### src/rtl/instr_prefetch_buffer.sv
// Fetch front end with a DEPTH-entry prefetch queue.
// Sequential reads are issued over a request/valid handshake. Returned words
// are queued together with their PCs and handed to decode over valid/ready.
// A redirect flushes the queue. A response that is still in flight when the
// redirect arrives is allowed to finish and is then discarded.
//
// state   | meaning
// IDLE    | no request outstanding (queue full, or just out of reset)
// REQ     | read of req_addr outstanding; accepted data is queued
// DISCARD | read outstanding whose data is stale after a redirect
module instr_prefetch_buffer #(
  parameter int              XLEN     = 32,
  parameter int              DEPTH    = 4,
  parameter logic [XLEN-1:0] RESET_PC = '0
) (
  input  logic                       clk,
  input  logic                       rst,
  input  logic                       redirect_en,
  input  logic [XLEN-1:0]            redirect_addr,
  input  logic [31:0]                instruction_fetch,
  input  logic                       instruc_mem_valid,
  output logic                       instruction_mem_request,
  output logic                       instruction_mem_we_re,
  output logic [3:0]                 instruc_mask_singal,
  output logic [XLEN-1:0]            pc_address,
  output logic [31:0]                instr_out,
  output logic [XLEN-1:0]            instr_pc_out,
  output logic                       instr_valid,
  input  logic                       instr_ready,
  output logic [$clog2(DEPTH+1)-1:0] buf_count
);

  localparam int CW = $clog2(DEPTH + 1);
  localparam int PW = $clog2(DEPTH);

  typedef enum logic [1:0] {IDLE, REQ, DISCARD} state_t;

  state_t          state;
  logic [XLEN-1:0] fetch_pc;
  logic [XLEN-1:0] req_addr;
  logic [31:0]     q_instr [DEPTH];
  logic [XLEN-1:0] q_pc    [DEPTH];
  logic [PW-1:0]   rd_ptr;
  logic [PW-1:0]   wr_ptr;
  logic [CW-1:0]   count;

  logic            pop;
  logic            push;
  logic [XLEN-1:0] redirect_pc;
  logic [XLEN-1:0] fetch_pc_inc;
  logic [CW-1:0]   count_after_push;

  assign pop              = (count != '0) && instr_ready;
  assign push             = (state == REQ) && instruc_mem_valid && !redirect_en;
  assign redirect_pc      = redirect_addr & ~XLEN'(3);
  assign fetch_pc_inc     = fetch_pc + XLEN'(4);
  // Occupancy after an accepted response, counting a simultaneous pop.
  assign count_after_push = count + CW'(1) - (pop ? CW'(1) : CW'(0));

  // Queue storage, pointers and occupancy; redirect flush beats push and pop.
  always_ff @(posedge clk or negedge rst) begin
    if (!rst) begin
      rd_ptr <= '0;
      wr_ptr <= '0;
      count  <= '0;
      for (int i = 0; i < DEPTH; i++) begin
        q_instr[i] <= '0;
        q_pc[i]    <= '0;
      end
    end else if (redirect_en) begin
      rd_ptr <= '0;
      wr_ptr <= '0;
      count  <= '0;
    end else begin
      if (push) begin
        q_instr[wr_ptr] <= instruction_fetch;
        q_pc[wr_ptr]    <= req_addr;
        wr_ptr          <= wr_ptr + PW'(1);
      end
      if (pop) begin
        rd_ptr <= rd_ptr + PW'(1);
      end
      case ({push, pop})
        2'b10:   count <= count + CW'(1);
        2'b01:   count <= count - CW'(1);
        default: count <= count;
      endcase
    end
  end

  // Fetch sequencing: a request is only opened when a queue slot is free.
  always_ff @(posedge clk or negedge rst) begin
    if (!rst) begin
      state    <= IDLE;
      fetch_pc <= RESET_PC;
      req_addr <= RESET_PC;
    end else if (redirect_en) begin
      fetch_pc <= redirect_pc;
      case (state)
        IDLE: begin
          state    <= REQ;
          req_addr <= redirect_pc;
        end
        REQ: begin
          if (instruc_mem_valid) begin
            req_addr <= redirect_pc;
          end else begin
            state <= DISCARD;
          end
        end
        default: state <= DISCARD;
      endcase
    end else begin
      case (state)
        IDLE: begin
          if (count < CW'(DEPTH)) begin
            state    <= REQ;
            req_addr <= fetch_pc;
          end
        end
        REQ: begin
          if (instruc_mem_valid) begin
            fetch_pc <= fetch_pc_inc;
            if (count_after_push < CW'(DEPTH)) begin
              req_addr <= fetch_pc_inc;
            end else begin
              state <= IDLE;
            end
          end
        end
        default: begin
          if (instruc_mem_valid) begin
            state    <= REQ;
            req_addr <= fetch_pc;
          end
        end
      endcase
    end
  end

  assign instruction_mem_request = (state != IDLE);
  assign instruction_mem_we_re   = 1'b0;
  assign instruc_mask_singal     = 4'hF;
  assign pc_address              = req_addr;
  assign instr_out               = q_instr[rd_ptr];
  assign instr_pc_out            = q_pc[rd_ptr];
  assign instr_valid             = (count != '0);
  assign buf_count               = count;

endmodule

### config.mk
export PLATFORM = sky130hd
export DESIGN_NAME = instr_prefetch_buffer
export DESIGN_NICKNAME = d
export VERILOG_FILES = /design/src/rtl/instr_prefetch_buffer.sv
export SDC_FILE = /design/constraint.sdc
export NUM_CORES = 1
export LEC_CHECK = 0
export BUFFER_PORTS_ARGS = -buffer_cell sky130_fd_sc_hd__buf_2
export CAP_MARGIN = 25
export CORE_MARGIN = 5
export CORE_UTILIZATION = 45
export CTS_CLUSTER_SIZE = 10
export DETAILED_ROUTE_END_ITERATION = 8
export GPL_ROUTABILITY_DRIVEN = 0
export PLACE_DENSITY = 0.61
export SLEW_MARGIN = 10
export SYNTH_ARGS = -nofsm -noshare
export SYNTH_HDL_FRONTEND = slang
export SYNTH_SLANG_ARGS = --single-unit
### constraint.sdc
create_clock -name clk -period 3.35 [get_ports clk]
set_input_delay 0.1675 -clock clk [delete_from_list [all_inputs] [get_ports clk]]
set_output_delay 0.1675 -clock clk [all_outputs]
set_load 0.02 [all_outputs]
## Word-level counts from Yosys, hierarchy flattened

Cells that the tools add are included.

| word-level totals | value |
|---|---|
| word-level logic and storage cells | 92 |
| register bits | 329 |

| cells by class | value |
|---|---|
| reductions and logical operators | 18 |
| add/sub/neg operators | 6 |
| magnitude comparators | 5 |
| bitwise gates (word level) | 3 |
| muxes and demuxes | 36 |
| equal/unequal tests | 10 |

Operator list:

| operator | number |
|---|---|
| $mux 32 | 14 |
| $bwmux 128 | 2 |
| $bmux 32 s2 | 2 |
| $pmux 32 s2 | 2 |
| $demux 32 s2 | 1 |
| $add 32x3->32 const B | 1 |
| $mux 2 | 10 |
| $ne 3x3->1 const B | 4 |
| $reduce_and 5->1 | 2 |
| $reduce_bool 2->1 | 5 |
| $reduce_bool 3->1 | 3 |
| $pmux 2 s2 | 2 |
| $ge 3x3->1 const B | 2 |
| $lt 3x3->1 const B | 2 |
| $not 2->3 | 2 |
| $pmux 3 s2 | 1 |
| $add 2x1->2 const B | 2 |
| $eq 2x1->1 const B | 2 |
| $logic_and 1x1->1 | 4 |
| $reduce_and 2->1 | 2 |
| $add 3x1->3 const B | 1 |
| $lt 3x1->1 const B | 1 |
| $mux 3 | 1 |
| $ne 3x1->1 const B | 1 |
| other kinds (9) | 9 |

## Longest topological paths before layout

| logic depth | value |
|---|---|
| depth in word-level cells | 9 |
| depth in mapped cells | 9 |
| gate-level depth less buffers | 7 |

## Least setup slack after synthesis

No wires, ideal clock.

| timing | value |
|---|---|
| kind | register to register |
| start point | register count[0] (netlist: buf_count[0]) |
| end point | register req_addr[17] (netlist: pc_address[17]) |
| cell stages (with the launch flop) | 9 |
| clock period less this slack | 2.565 ns |
| setup time | 0.125 ns |
| arrival | 2.441 ns |
| path slack | 0.785 ns |
| cell sequence | dfrtp_1 > inv_1 > ha_1 > nand3b_1 > a21boi_0 > or2_2 > a21oi_1 > clkbuf_1 > mux2_2 |

| on the way | value |
|---|---|
| longest elaborated chain between the ends | 7 |
| elaborated cells between the ends (all ways) | 10 |

RTL lines:

| item | RTL line | source |
|---|---|---|
| start: declaration | 45 | `logic [CW-1:0] count;` |
| start signal: assignment | 84 | `2'b10: count <= count + CW'(1);` |
| start signal: assignment | 85 | `2'b01: count <= count - CW'(1);` |
| start signal: assignment | 86 | `default: count <= count;` |
| branches (longest 6 deep; another with $add 3x1->3) | -- |  |
| $reduce_and 5->1 (no line) (*) | -- |  |
| end signal: assignment | 118 | `req_addr <= fetch_pc;` |
| end signal: assignment | 125 | `req_addr <= fetch_pc_inc;` |
| end signal: assignment | 134 | `req_addr <= fetch_pc;` |
| end: declaration | 40 | `logic [XLEN-1:0] req_addr;` |

Every way passes the cells marked *.
A chain may end at the register's enable or synchronous reset.

## Worst setup path after layout

| timing | value |
|---|---|
| start point | register state[0] |
| end point | register q_pc[61] in the netlist's numbering |

| on the way | value |
|---|---|
| longest elaborated chain between the ends | 4 |

RTL lines:

| item | RTL line | source |
|---|---|---|
| start: declaration | 38 | `state_t state;` |
| start signal: assignment | 94 | `state <= IDLE;` |
| start signal: assignment | 101 | `state <= REQ;` |
| start signal: assignment | 108 | `state <= DISCARD;` |
| $eq 2x1->1 | 54 | `assign push = (state == REQ) && instruc_mem_valid && !redirect_en;` |
| $logic_and 1x1->1 (2 in series) | 54 |  |
| $reduce_and 2->1 (no line) | -- |  |
| end signal: indexed assignment | 77 | `q_pc[wr_ptr] <= req_addr;` |
| end: declaration | 42 | `logic [XLEN-1:0] q_pc [DEPTH];` |

Every way passes these cells.

==> out/results.ini <==
[outcome]
status=finished, final reports clean

[detailed_routing]
dr_total_vias=10100
wl_per_cell_um=20.1
drc_violations_left=0
drt-vias-per-instance=5.59
route.final.wire_length_mm=36.6
postRouteAntennaNets=0
drt_iter0_drc=587
drt_pre_antenna_iters=5

[global_routing]
grtUsageMet2_pct=30.6
globalRouteOverflowTotal=0
gr-usage-met1_pct=28.2
first_pass_grt_wire_length_mm=59.6
groute.layer.met3.usage_pct=3.03
grt_start_max_net_pins=85
antenna_found_initial=0
grt.busiest_layer=met2
grtUsageTotal_pct=19.3
grt_pass1_vias=10400

[final_layout]
drive_gt1_share_pct=42.1
n_fill_cell=2879
synthToLayoutAreaGrowth_pct=19.8
final_nets=1435
antenna_cells_inserted=0
fin_cells=1817
post-route-util_pct=54.7

[hold_path]
timing.hold.worst.class=primary input to register
hold_path_startpoint=redirect_en
worstHoldEndpoint=state[0]
hold_depth=3

[critical_path]
setup_crit_end_kind=register
end_of_the_worst_register_to_register_path=q_pc[61]
endpoint_required_time_on_the_critical_path_ns=3.73
arrival_ns=3.18
ff2ff_path_depth=5
critical_path.reg2reg.startpoint=state[0]
worst-setup-path-type=register to register
worst-path-max-fanout=28
worst_setup_start_kind=register
r2r_slack_ns=0.55

[logic_synthesis]
post_synth_xor_area_fraction_pct=2.40
post_synth_instance_area_mm2=0.0153
synth.top_cell.area_share_pct=52.6
synth_area_leaders=dfrtp_1, mux2_2, mux4_2, nand2_1, a21oi_1
post_synth_num_cell_types=60
async_reset_ff_share_pct=100
synth_seq_area_share_pct=52.6
ys_seq_elements=322
synthesis.area_per_instance_um2=13.2
synth.largest_area_cell=dfrtp_1
synth.area.mux_share_pct=28.3
yosys.area_share.adder_pct=0.654
primary_flip_flop_cell_chosen_by_synthesis_mapping=dfrtp_1
synth_top_family_by_area=multiplexers
syn_inst=1156
synth-warning-count=0
synth_simple_gate_area_share_pct=7.18
synth_enable_flop_cells=0
synth-compound-area-share_pct=5.66

[job]
max-cap-violations=0

[clock_network]
clkSinkCount=322
cts_max_level=2
resize_count_post_cts=0
clock_tree_from_tritoncts=done
clk_pin_slew_ns=0.06
worstSkewPairLatency_ns=0.51
clockBufferDepth=3
cts_made_buffers=39
cts-root-buf=clkbuf_16

[placement]
pre_cts_slack_ns=0.523
placed_cells=1713
placement.io_buffers=167
dp_hpwl_mm=23.9

[power]
switchingPower_uw=4850
pwr-share-seq_pct=39.6
post-layout-total-power_uw=14400
swShare_pct=33.8
power.internal_uw=9520
p_leak_uw=0.00833
combinationalPowerShare_pct=34.5
worst_ir_drop_on_vdd_mv=0.586
power_frac_clock_pct=25.9
power.density_mw_per_mm2=784

[floorplan]
fp.dieH_um=194
chipWidth_um=194
ioPinCount=175
dieArea_mm2=0.0378
initial_core_util_pct=45.7
placeableCoreArea_mm2=0.0335
num_rows=67

[sta]
worst_slew_pin_slew_ns=0.914
final_setup_violation_count=0
slew_headroom_pct=38.5
finalCriticalPeriod_ns=2.80
fin_skew_ns=0.0187
rsz0062_at_grt=false
finalCritPeriodShare_pct=83.5
timing.fmax_ghz=0.358
hold_viol_final=0
setup_total_negative_slack_ns=0
timing.final.max_slew_violations=0
fin_ws_ns=0.553

worst max path at each step:
stage	depth (start not counted)	start	to
after floorplan	8	buf_count[0]	pc_address[17]
after global placement	5	state[0]	q_pc[113]
after detailed placement	5	state[0]	q_pc[55]
after CTS	5	state[0]	q_pc[61]
after global routing	5	state[0]	q_pc[58]
final	5	state[0]	q_pc[61]
state kept, by name, indices dropped and copies added, names as in the netlist:
name        cells
buf_count       3
fetch_pc       30
pc_address     31
q_instr       128
q_pc          124
rd_ptr          2
state           2
wr_ptr          2
worst max-delay path: stages (launching register included):
cell	delay, ns
dfrtp_1	0.50
or3b_1	0.40
nor2_1	0.67
nand2_4	0.45
buf_4	0.36
mux2_2	0.29
power groups by stage:
stage                     clock network (uW)  logic [uW]  registers, uW
after global placement                     0        4920           5710
after floorplan                            0        3380           5640
after detailed placement                   0        4990           5760
after CTS                               3850        5050           5700
after global routing                    4020        5330           5840
final                                   3730        4950           5690
cell families after synthesis:
logic type	after synthesis
muxes	323
DFF	322
and+or+nand+nor	212
AOI/OAI and AO/OA	137
buffers and inverters	110
xor gates and xnor gates	42
adders and majority gates	8
other	2
area by class of cell:
type	instances	area (um^2)	area share [%]
clock buffer	50	1050	5.71
clock inverter	2	38.8	0.212
tap	448	561	3.06
multi-input combinational	727	6830	37.2
timing repair buffer	248	1720	9.39
sequential	322	8070	44.0
inverter	20	75.1	0.409
per-stage QoR:
step	hold slack, ns	area [um^2]
after floorplan	-0.128	15300
after global placement	0.195	16700
after detailed placement	0.196	16700
after global routing	0.0142	18300
final	0.0183	18300
after CTS	0.000435	18300
metal layers:
metal  share of wire, %  wire length, um
met3                4.1             1490
met5                  0                0
met2                 47            17300
met1                 47            17100
met4                1.9              702
cells in the mapped netlist, types with 9 or more instances:
cell type,number
nand2_1,65
a31oi_1,9
dfrtp_1,322
mux4_2,63
o21ai_0,31
nor2_1,38
a21oi_1,44
xnor2_1,22
nand3_1,10
clkbuf_1,32
inv_1,20
mux2_2,252
or4_1,10
a21boi_0,9
xor2_1,20
nor3_1,15
nand4_1,17
nand2b_1,14
buf_1,34
nor4_1,11
buf_2,12
o31ai_1,11
repair_timing:
action                     in CTS  in global routing
hold endpoints to repair      220                  0
setup endpoints to repair       0                  0
buffers inserted                0                  0
hold buffers                   52                  0
cell usage in the layout (no fill, tap or decap), types with 8 or more instances in the layout:
cell           synthesis  final
dfrtp_1              322    320
mux2_2               252    252
buf_2                 12    166
mux4_2                63     63
nand2_1               65     61
dlygate4sd3_1          0     52
a21oi_1               44     43
clkbuf_16              0     39
nor2_1                38     38
o21ai_0               31     31
xnor2_1               22     22
inv_1                 20     20
xor2_1                20     20
buf_4                  8     18
nand4_1               17     17
nor3_1                15     15
nand2b_1              14     14
nor4_1                11     11
o31ai_1               11     11
buf_12                 0     11
nand3_1               10     10
or4_1                 10     10
a21boi_0               9      9
a31oi_1                9      9
o32a_1                 8      8
mux2i_1                8      8
ha_1                   8      8
clkbuf_1              32      8
(Power assumes the default switching activity.)
